--- config.mk ---
export PLATFORM = sky130hd
export DESIGN_NAME = pw_timeout_cnt
export DESIGN_NICKNAME = d
export VERILOG_FILES = /design/src/rtl/pw_timeout_cnt.sv
export SDC_FILE = /design/constraint.sdc
export NUM_CORES = 1
export LEC_CHECK = 0
export CORE_AREA = 4 4 41 43
export DETAILED_ROUTE_END_ITERATION = 12
export DIE_AREA = 0 0 45 47
export PLACE_DENSITY = 0.43
export SLEW_MARGIN = 25
export SYNTH_ARGS = -nofsm -noshare
export SYNTH_HDL_FRONTEND = slang
export SYNTH_SLANG_ARGS = --single-unit
--- constraint.sdc ---
create_clock -name clk_i -period 3.9 [get_ports clk_i]
set_input_delay 0.975 -clock clk_i [delete_from_list [all_inputs] [get_ports clk_i]]
set_output_delay 0.975 -clock clk_i [all_outputs]
set_load 0.03 [all_outputs]
--- src/rtl/pw_timeout_cnt.sv ---
// Saturating cycle timer: clr_i restarts the interval, en_i advances it, tc_o flags expiry.
module pw_timeout_cnt #(
    parameter int unsigned LIMIT = 16
) (
    input  logic clk_i,
    input  logic rst_ni,
    input  logic clr_i,
    input  logic en_i,
    output logic tc_o
);

    localparam int unsigned W = (LIMIT > 1) ? $clog2(LIMIT) : 1;
    localparam logic [W-1:0] LOAD = W'(LIMIT - 1);

    logic [W-1:0] cnt_q, cnt_d;

    // Down-counter holding the cycles left; stops at zero instead of wrapping.
    always_comb begin
        cnt_d = cnt_q;
        if (clr_i) begin
            cnt_d = LOAD;
        end else if (en_i && (cnt_q != '0)) begin
            cnt_d = cnt_q - 1'b1;
        end
    end

    always_ff @(posedge clk_i or negedge rst_ni) begin
        if (!rst_ni) begin
            cnt_q <= LOAD;
        end else begin
            cnt_q <= cnt_d;
        end
    end

    assign tc_o = (cnt_q == '0);

endmodule

==> metrics.csv, run 1 <==
metric,value,unit
status,"finished, final reports clean",
cts_made_buffers,3,
cts_buffer_depth,2,
grt_first_pass_wirelength,696,µm
cts.htree.levels,1,
arrival,1.91,ns
hold_path_end,cnt_q[0]$_DFFE_PN1P_,
yosys.area.top_type,dfstp_2,
routabilityCongestion,0.777,
ys.flop_type,dfstp_2,
ys.warnings.count,0,
hold_violations,0,
clock-sinks,4,
power_frac_clock,0.449,
drive_gt1_frac,0.286,
regMostFlops,cnt_q,
reg_top3,cnt_q x4,
root_buffer,clkbuf_4,
start_kind,register,
cp_max_fo,3,
timing.final.crit_period,2.89,ns
initial_core_util,0.172,
max-slew-margin-rel,0.753,
cts_resized,0,
core,1300,µm²
ios,5,
max_freq,0.346,GHz
pwr-share-seq,0.440,
rsz0062_at_grt,false,
synth.distinct_cells,11,
largest_register_ffs,4,
setup_violations,0,
max_cap_violations,0,
ctsHoldBuffers,0,
synth_fp_nets,26,
p_switching,0.0000211,W
die_y,47,µm
drt_iter0_markers,3,
diodes,0,
synth_top_area_frac,0.469,
leakage,0.128,nW
ys_seq_area_frac,0.469,
die_w,45,µm
firstDrtPassIters,2,
regToRegEndpoint,cnt_q[0]$_DFFE_PN1P_,
hold_depth,2,
syn_inst,21,
grt_pass1_vias,186,
synth_edf_count,0,
dieArea,2120,µm²
vdd_drop_max,0.000137,V
rr_worst_depth,5,
switching_share,0.197,
io_buffer_count,4,
end_kind,output pin,
tns,0,ns
clk_latency,0.23,ns
cts_tree,built,
num_vias,168,
r2r_setup_slack,2.42,ns
slew_violations,0,
min_period_over_period,0.740,
fin_skew,0.000567,ns
finalNetCount,35,
synth.area.top_cells,"dfstp_2 (47%), mux2i_1 (8.9%), a211o_1 (7.8%), nor3b_1 (6.7%), or4b_4 (6.1%)",
reg2reg_from,cnt_q[0]$_DFFE_PN1P_,
routed_wl,400,µm
worstMarginPinSlew,0.370,ns
ant_nets,0,
synthTopCellsByCount,"dfstp_2 (4), nor2_1 (3)",
synth.cell_area,224,µm²
power_density,352,nW/µm²
holdWs,0.544,ns
grt_max_degree,7,
area_growth,36.3,%
syn_area_per_cell,10.7,µm²
holdCritStartpoint,cnt_q[0]$_DFFE_PN1P_,
dp_hpwl,354,µm
num_rows,13,
yosysMostFrequentCell,dfstp_2,
grt.overflow.total,0,
required,2.92,ns
hold_class,reg2reg,
antenna_found_initial,0,
path_clk_slew,0.03,ns
yosys_register_bits,4,
async_flop_share,1.00,
p_int,0.0000863,W
drc,0,
avgViaCountPerCell,3.91,
crit_type,reg2out,
wire_per_inst,9.30,µm
global_route.usage.total,0.0515,
cts_setup_buffers,0,
pwr-share-comb,0.111,
==> area by class of cell <==
class | count | area, µm²
clock buffers | 3 | 22.5
fillers | 142 | 996
inverters | 2 | 7.51
multi-input cells | 15 | 111
flip-flops and latches | 4 | 105
well taps | 15 | 18.8
repair buffers | 4 | 40.0
==> kinds of logic (layout without fill, tap and decap cells) <==
| kind of cell | after synthesis | in the layout | synth area share |
|---|---|---|---|
| compound gates | 2 | 2 | 0.0782 |
| fa+ha+maj | 1 | 1 | 0.0559 |
| buf+inv | 2 | 9 | 0.0335 |
| flops | 4 | 4 | 0.469 |
| mux | 2 | 2 | 0.0894 |
| simple gates | 10 | 10 | 0.274 |
==> critical path, cell delays in order (launching register included) <==
cell and delay (ns):
dfstp_2 0.37, inv_1 0.07, ha_1 0.16, nor3b_1 0.34
clkdlybuf4s50_1 0.74
==> power groups by stage <==
stage | Combinational, W | Sequential, W | Clock, W
finish | 0.0000119 | 0.0000473 | 0.0000482
global route | 0.0000133 | 0.0000476 | 0.0000528
CTS | 0.0000122 | 0.0000472 | 0.0000513
detailed placement | 0.0000120 | 0.0000476 | 0
global placement | 0.0000113 | 0.0000475 | 0
floorplan | 0.00000601 | 0.0000471 | 0
==> how the worst max path moves through the flow <==
| stage | startpoint | end | slack (ns) | depth (start not counted) |
|---|---|---|---|---|
| floorplan | cnt_q[0]$_DFFE_PN1P_ | tc_o | 1.52 | 3 |
| global placement | cnt_q[0]$_DFFE_PN1P_ | tc_o | 1.25 | 4 |
| detailed placement | cnt_q[0]$_DFFE_PN1P_ | tc_o | 1.23 | 4 |
| CTS | cnt_q[0]$_DFFE_PN1P_ | tc_o | 0.98 | 4 |
| global route | cnt_q[0]$_DFFE_PN1P_ | tc_o | 0.86 | 4 |
| finish | cnt_q[0]$_DFFE_PN1P_ | tc_o | 1.01 | 4 |
==> stage by stage <==
stage	utilization	setup WS, ns	power [W]	cell area [µm²]	std cells
after detailed placement	0.217	1.23	0.0000596	283	40
after CTS	0.235	0.981	0.000111	305	43
after global routing	0.235	0.861	0.000114	305	43
final	0.235	1.01	0.000107	305	43
after floorplan	-	1.52	0.0000531	224	21
after global placement	0.217	1.25	0.0000588	283	40
==> cell usage in the layout (no fill, tap or decap), drive strengths merged <==
master and n:
or4b 1, nor3 1, nor2 3, nand2 1, nor2b 2, ha 1
dfstp 4, clkdlybuf4s50 4, clkbuf 3, mux2i 2, a211o 2, inv 2
nor3b 2
==> layer usage <==
layer  GRT usage  up-vias  share of wire
li1            -       89              -
met1      0.0390       77           0.42
met2      0.0847        2           0.55
met3      0.0230        0          0.025
met4      0.0702        0              0
met5           0        -              0
Power figures use the tool's default switching activity.
==> inputs of run 2 (changes only) <==
Settings changed: PLACE_DENSITY 0.43 to 0.44.
Clock period 3.9 ns to 2.3 ns, I/O delays scaled along.
==> run 2 against run 1 <==
  * Critical path type unchanged
  * Critical endpoint unchanged
  * Combinational power rose by 66%
  * Cell count rose by 2.3%
  * Die area did not move
==> metrics.csv, run 2 (synthesized netlist as in run 1, its figures left out) <==
metric,value,unit
status,"finished, final reports clean",
crit_type,reg2out,
grt_pass1_vias,194,
hold_depth,2,
grt_max_degree,7,
leakage,0.138,nW
drt_iter0_markers,3,
routed_wl,402,µm
fin_ws,0.217,ns
avgViaCountPerCell,3.86,
global_route.usage.total,0.0499,
cts_setup_buffers,0,
max_cap_violations,0,
start_kind,register,
firstDrtPassIters,2,
rr_worst_depth,6,
clk_latency,0.23,ns
path_clk_slew,0.03,ns
worstMarginPinSlew,0.305,ns
max-slew-margin-rel,0.797,
drc,0,
largest_register_ffs,4,
reg2reg_from,cnt_q[0]$_DFFE_PN1P_,
arrival,1.51,ns
die_w,45,µm
cts.htree.levels,1,
cts_resized,1,
hold_path_end,cnt_q[1]$_DFFE_PN1P_,
required,1.73,ns
cts_buffer_depth,2,
ios,5,
io_buffer_count,4,
grt_first_pass_wirelength,738,µm
tns,0,ns
num_rows,13,
clock-sinks,4,
root_buffer,clkbuf_4,
hold_violations,0,
initial_core_util,0.172,
preCtsSetupSlack,0.177,ns
reg_top3,cnt_q x4,
die_y,47,µm
slew_violations,0,
antenna_found_initial,0,
cp_max_fo,3,
area_growth,39.1,%
timing.final.crit_period,2.08,ns
regMostFlops,cnt_q,
vdd_drop_max,0.000237,V
cts_made_buffers,3,
ctsHoldBuffers,0,
core,1300,µm²
routabilityCongestion,0.746,
max_freq,0.480,GHz
min_period_over_period,0.905,
ant_nets,0,
setup_violations,0,
end_kind,output pin,
rsz0062_at_grt,false,
fin_skew,0.000454,ns
regToRegEndpoint,cnt_q[0]$_DFFE_PN1P_,
layout_commonest_cell,dfstp_2,
total_power,0.000181,W
dieArea,2120,µm²
finalNetCount,36,
fillCellCount,151,
r2r_setup_slack,0.73,ns
grt.overflow.total,0,
final_cell_mix,"dfstp_2 (4), nor2_1 (3), clkbuf_4 (3), clkdlybuf4s50_1 (3)",
drive_gt1_frac,0.310,
num_vias,170,
wire_per_inst,9.14,µm
power_density,582,nW/µm²
diodes,0,
cts_tree,built,
hold_class,reg2reg,
holdCritStartpoint,cnt_q[1]$_DFFE_PN1P_,
## run 2: changes by cell type in the layout (fill, tap and decap cells not counted), sizes merged
| cell | before | now |
|---|---|---|
| clkdlybuf4s50 | 4 | 3 |
| dlygate4sd2 | 0 | 1 |
| buf | 0 | 1 |
## run 2: area by class of cell
| class | count | area [µm²] | share of cell area |
|---|---|---|---|
| multi-input cells | 15 | 111 | 0.357 |
| clock buffers | 3 | 22.5 | 0.0723 |
| flip-flops and latches | 4 | 105 | 0.337 |
| repair buffers | 5 | 46.3 | 0.149 |
| well taps | 15 | 18.8 | 0.0602 |
| inverters | 2 | 7.51 | 0.0241 |
## run 2: worst max path at each step
stage / startpoint / to / slack (ns) / depth (start not counted)
finish: cnt_q[0]$_DFFE_PN1P_ / tc_o / 0.22 / 4
global route: cnt_q[0]$_DFFE_PN1P_ / tc_o / 0.13 / 4
CTS: cnt_q[0]$_DFFE_PN1P_ / tc_o / 0.20 / 4
detailed placement: cnt_q[0]$_DFFE_PN1P_ / tc_o / 0.18 / 4
global placement: cnt_q[0]$_DFFE_PN1P_ / tc_o / 0.17 / 4
floorplan: cnt_q[0]$_DFFE_PN1P_ / tc_o / 0.32 / 3
## run 2: critical path: stages (launching register included)
cell	delay, ns
dfstp_2	0.53
inv_1	0.05
ha_1	0.20
nor3b_1	0.15
dlygate4sd2_1	0.35
## run 2: layer usage
metal / GRT usage / wire length (µm) / vias to the layer above
met3: 0.0115 / 12 / 0
li1: - / - / 90
met4: 0.0526 / 0 / 0
met5: 0 / 0 / -
met1: 0.0503 / 147 / 78
met2: 0.0819 / 242 / 2
## run 2: per-stage QoR
stage | instance area (µm²) | cells | hold slack [ns] | utilization
after floorplan | 224 | 21 | 0.427 | -
after global placement | 290 | 41 | 0.530 | 0.223
after detailed placement | 290 | 41 | 0.535 | 0.223
after CTS | 312 | 44 | 0.540 | 0.239
after global routing | 312 | 44 | 0.561 | 0.239
final | 312 | 44 | 0.536 | 0.239
## run 2: where the power goes
group | internal (W) | switching (W)
Sequential | 0.0000772 | 0.00000258
Clock | 0.0000580 | 0.0000236
Combinational | 0.0000109 | 0.00000886
Total | 0.000146 | 0.0000351
==> inputs of run 3 (changes only) <==
Settings changed: SETUP_SLACK_MARGIN set to 0.2, SLEW_MARGIN 25 to 10.
==> run 3 against run 2 <==
  * Clock skew unchanged
  * Design area is 1.2% lower
  * Non-clock buffer count did not move
  * Critical endpoint unchanged
  * Highest routed layer unchanged
  * Setup slack gained 0.17 ns
  * Fmax rose by 8.9%
  * Register-to-register slack hardly changed
  * Sequential power about the same
  * Core utilization down 0.29 points
  * Combinational power is essentially flat
==> metrics.csv, run 3 (synthesized netlist as in run 1, its figures left out) <==
metric,value,unit
dieArea,2120,µm²
crit_slowest_cell,dfstp_2,
required,1.73,ns
grt_pass1_vias,194,
reg_top3,cnt_q x4,
worst-path-buf-inv,2,
hold_class,reg2reg,
die_y,47,µm
max_freq,0.523,GHz
grt_first_pass_wirelength,738,µm
worstMarginPinSlew,0.248,ns
die_w,45,µm
cp_cell_sequence,inv_1 > ha_1 > nor3b_1 > clkbuf_2,
cts.htree.levels,1,
cts_buffer_depth,2,
clk_latency,0.23,ns
routed_wl,402,µm
p_switching,0.0000351,W
hold_depth,2,
root_buffer,clkbuf_4,
vdd_drop_max,0.000244,V
timing.final.crit_period,1.91,ns
end_kind,output pin,
cts_made_buffers,3,
start_kind,register,
max_cap_violations,0,
layout_commonest_cell,dfstp_2,
dp_cells,41,
holdCritStartpoint,cnt_q[1]$_DFFE_PN1P_,
top_layer,met3,
cp_max_fo,3,
rr_worst_depth,6,
wl_met2,242,µm
wire_per_inst,9.14,µm
finalNonFillerCells,44,
final_cell_mix,"dfstp_2 (4), nor2_1 (3), clkbuf_4 (3), clkdlybuf4s50_1 (3)",
hold_violations,0,
critPathMaxStageDelay,0.53,ns
firstDrtPassIters,2,
arrival,1.34,ns
num_vias,170,
io_buffer_count,4,
diodes,0,
tns,0,ns
drc,0,
slew_violations,0,
cts_tree,built,
rsz0062_at_grt,false,
finalNetCount,36,
largest_register_ffs,4,
regMostFlops,cnt_q,
regToRegEndpoint,cnt_q[0]$_DFFE_PN1P_,
ctsHoldBuffers,0,
setup_violations,0,
hold_path_end,cnt_q[1]$_DFFE_PN1P_,
drt_iter0_markers,3,
reg2reg_from,cnt_q[0]$_DFFE_PN1P_,
r2r_setup_slack,0.73,ns
clock-sinks,4,
power_density,589,nW/µm²
min_period_over_period,0.832,
max-slew-margin-rel,0.834,
antenna_found_initial,0,
critPathTopFamily,flip-flops,
ant_nets,0,
grt.overflow.total,0,
core,1300,µm²
cts_setup_buffers,0,
ios,5,
status,"finished, final reports clean",
drive_gt1_frac,0.345,
wl_met1,148,µm
num_rows,13,
pwr-share-comb,0.109,
power_frac_clock,0.451,
initial_core_util,0.172,
avgViaCountPerCell,3.86,
leakage,0.134,nW
crit_type,reg2out,
grt_max_degree,7,
area_growth,37.4,%
p_int,0.000146,W
fin_skew,0.000454,ns
met3_length,12,µm
path_clk_slew,0.03,ns
switching_share,0.194,
global_route.usage.total,0.0499,
pwr-share-seq,0.440,
routabilityCongestion,0.746,
-- run 3: power groups by stage --
stage | clock network [W] | logic [W] | registers (W)
finish | 0.0000816 | 0.0000198 | 0.0000798
global route | 0.0000929 | 0.0000221 | 0.0000802
CTS | 0.0000875 | 0.0000205 | 0.0000799
detailed placement | 0 | 0.0000203 | 0.0000806
global placement | 0 | 0.0000188 | 0.0000805
floorplan | 0 | 0.0000102 | 0.0000799
-- run 3: worst reg2reg max path, delay by kind of cell (launching register included) --
| family | cells | cell delay (ns) |
|---|---|---|
| adder cells (fa/ha/maj) | 1 | 0.20 |
| buffers and inverters | 2 | 0.18 |
| flip-flops | 1 | 0.53 |
| multiplexers | 1 | 0.22 |
| AND/OR/NAND/NOR | 2 | 0.37 |
-- run 3: worst max-delay path by stage --
stage / depth (start not counted) / to / slack, ns / startpoint
2_1_floorplan: 3 / tc_o / 0.32 / cnt_q[0]$_DFFE_PN1P_
6_report: 4 / tc_o / 0.39 / cnt_q[0]$_DFFE_PN1P_
4_1_cts: 4 / tc_o / 0.21 / cnt_q[0]$_DFFE_PN1P_
3_3_place_gp: 4 / tc_o / 0.17 / cnt_q[0]$_DFFE_PN1P_
3_5_place_dp: 4 / tc_o / 0.18 / cnt_q[0]$_DFFE_PN1P_
5_1_grt: 4 / tc_o / 0.30 / cnt_q[0]$_DFFE_PN1P_
-- run 3: area by class of cell --
| type | count | area [µm²] |
|---|---|---|
| Fill cell | 150 | 993 |
| Multi-Input combinational cell | 15 | 111 |
| Sequential cell | 4 | 105 |
| Timing Repair Buffer | 5 | 42.5 |
| Clock buffer | 3 | 22.5 |
| Tap cell | 15 | 18.8 |
| Inverter | 2 | 7.51 |
-- run 3: what timing repair did --
item | CTS | global route
resized for setup | 2 | 2
gates cloned | 0 | 0
endpoints found under the setup margin | 1 | 1
hold endpoints to repair | 0 | 0
-- run 3: layer usage --
metal	vias up	GRT usage
met5	-	0
met4	0	0.0526
met3	0	0.0115
met2	2	0.0819
met1	78	0.0503
li1	90	-
-- run 3: metrics by stage --
stage	total power, W	area (µm²)	util	hold slack, ns	setup WS, ns
floorplan	0.0000901	224	-	0.427	0.317
global placement	0.0000993	290	0.223	0.530	0.171
detailed placement	0.000101	290	0.223	0.535	0.177
CTS	0.000188	313	0.240	0.540	0.208
global route	0.000195	308	0.237	0.561	0.297
finish	0.000181	308	0.237	0.536	0.387
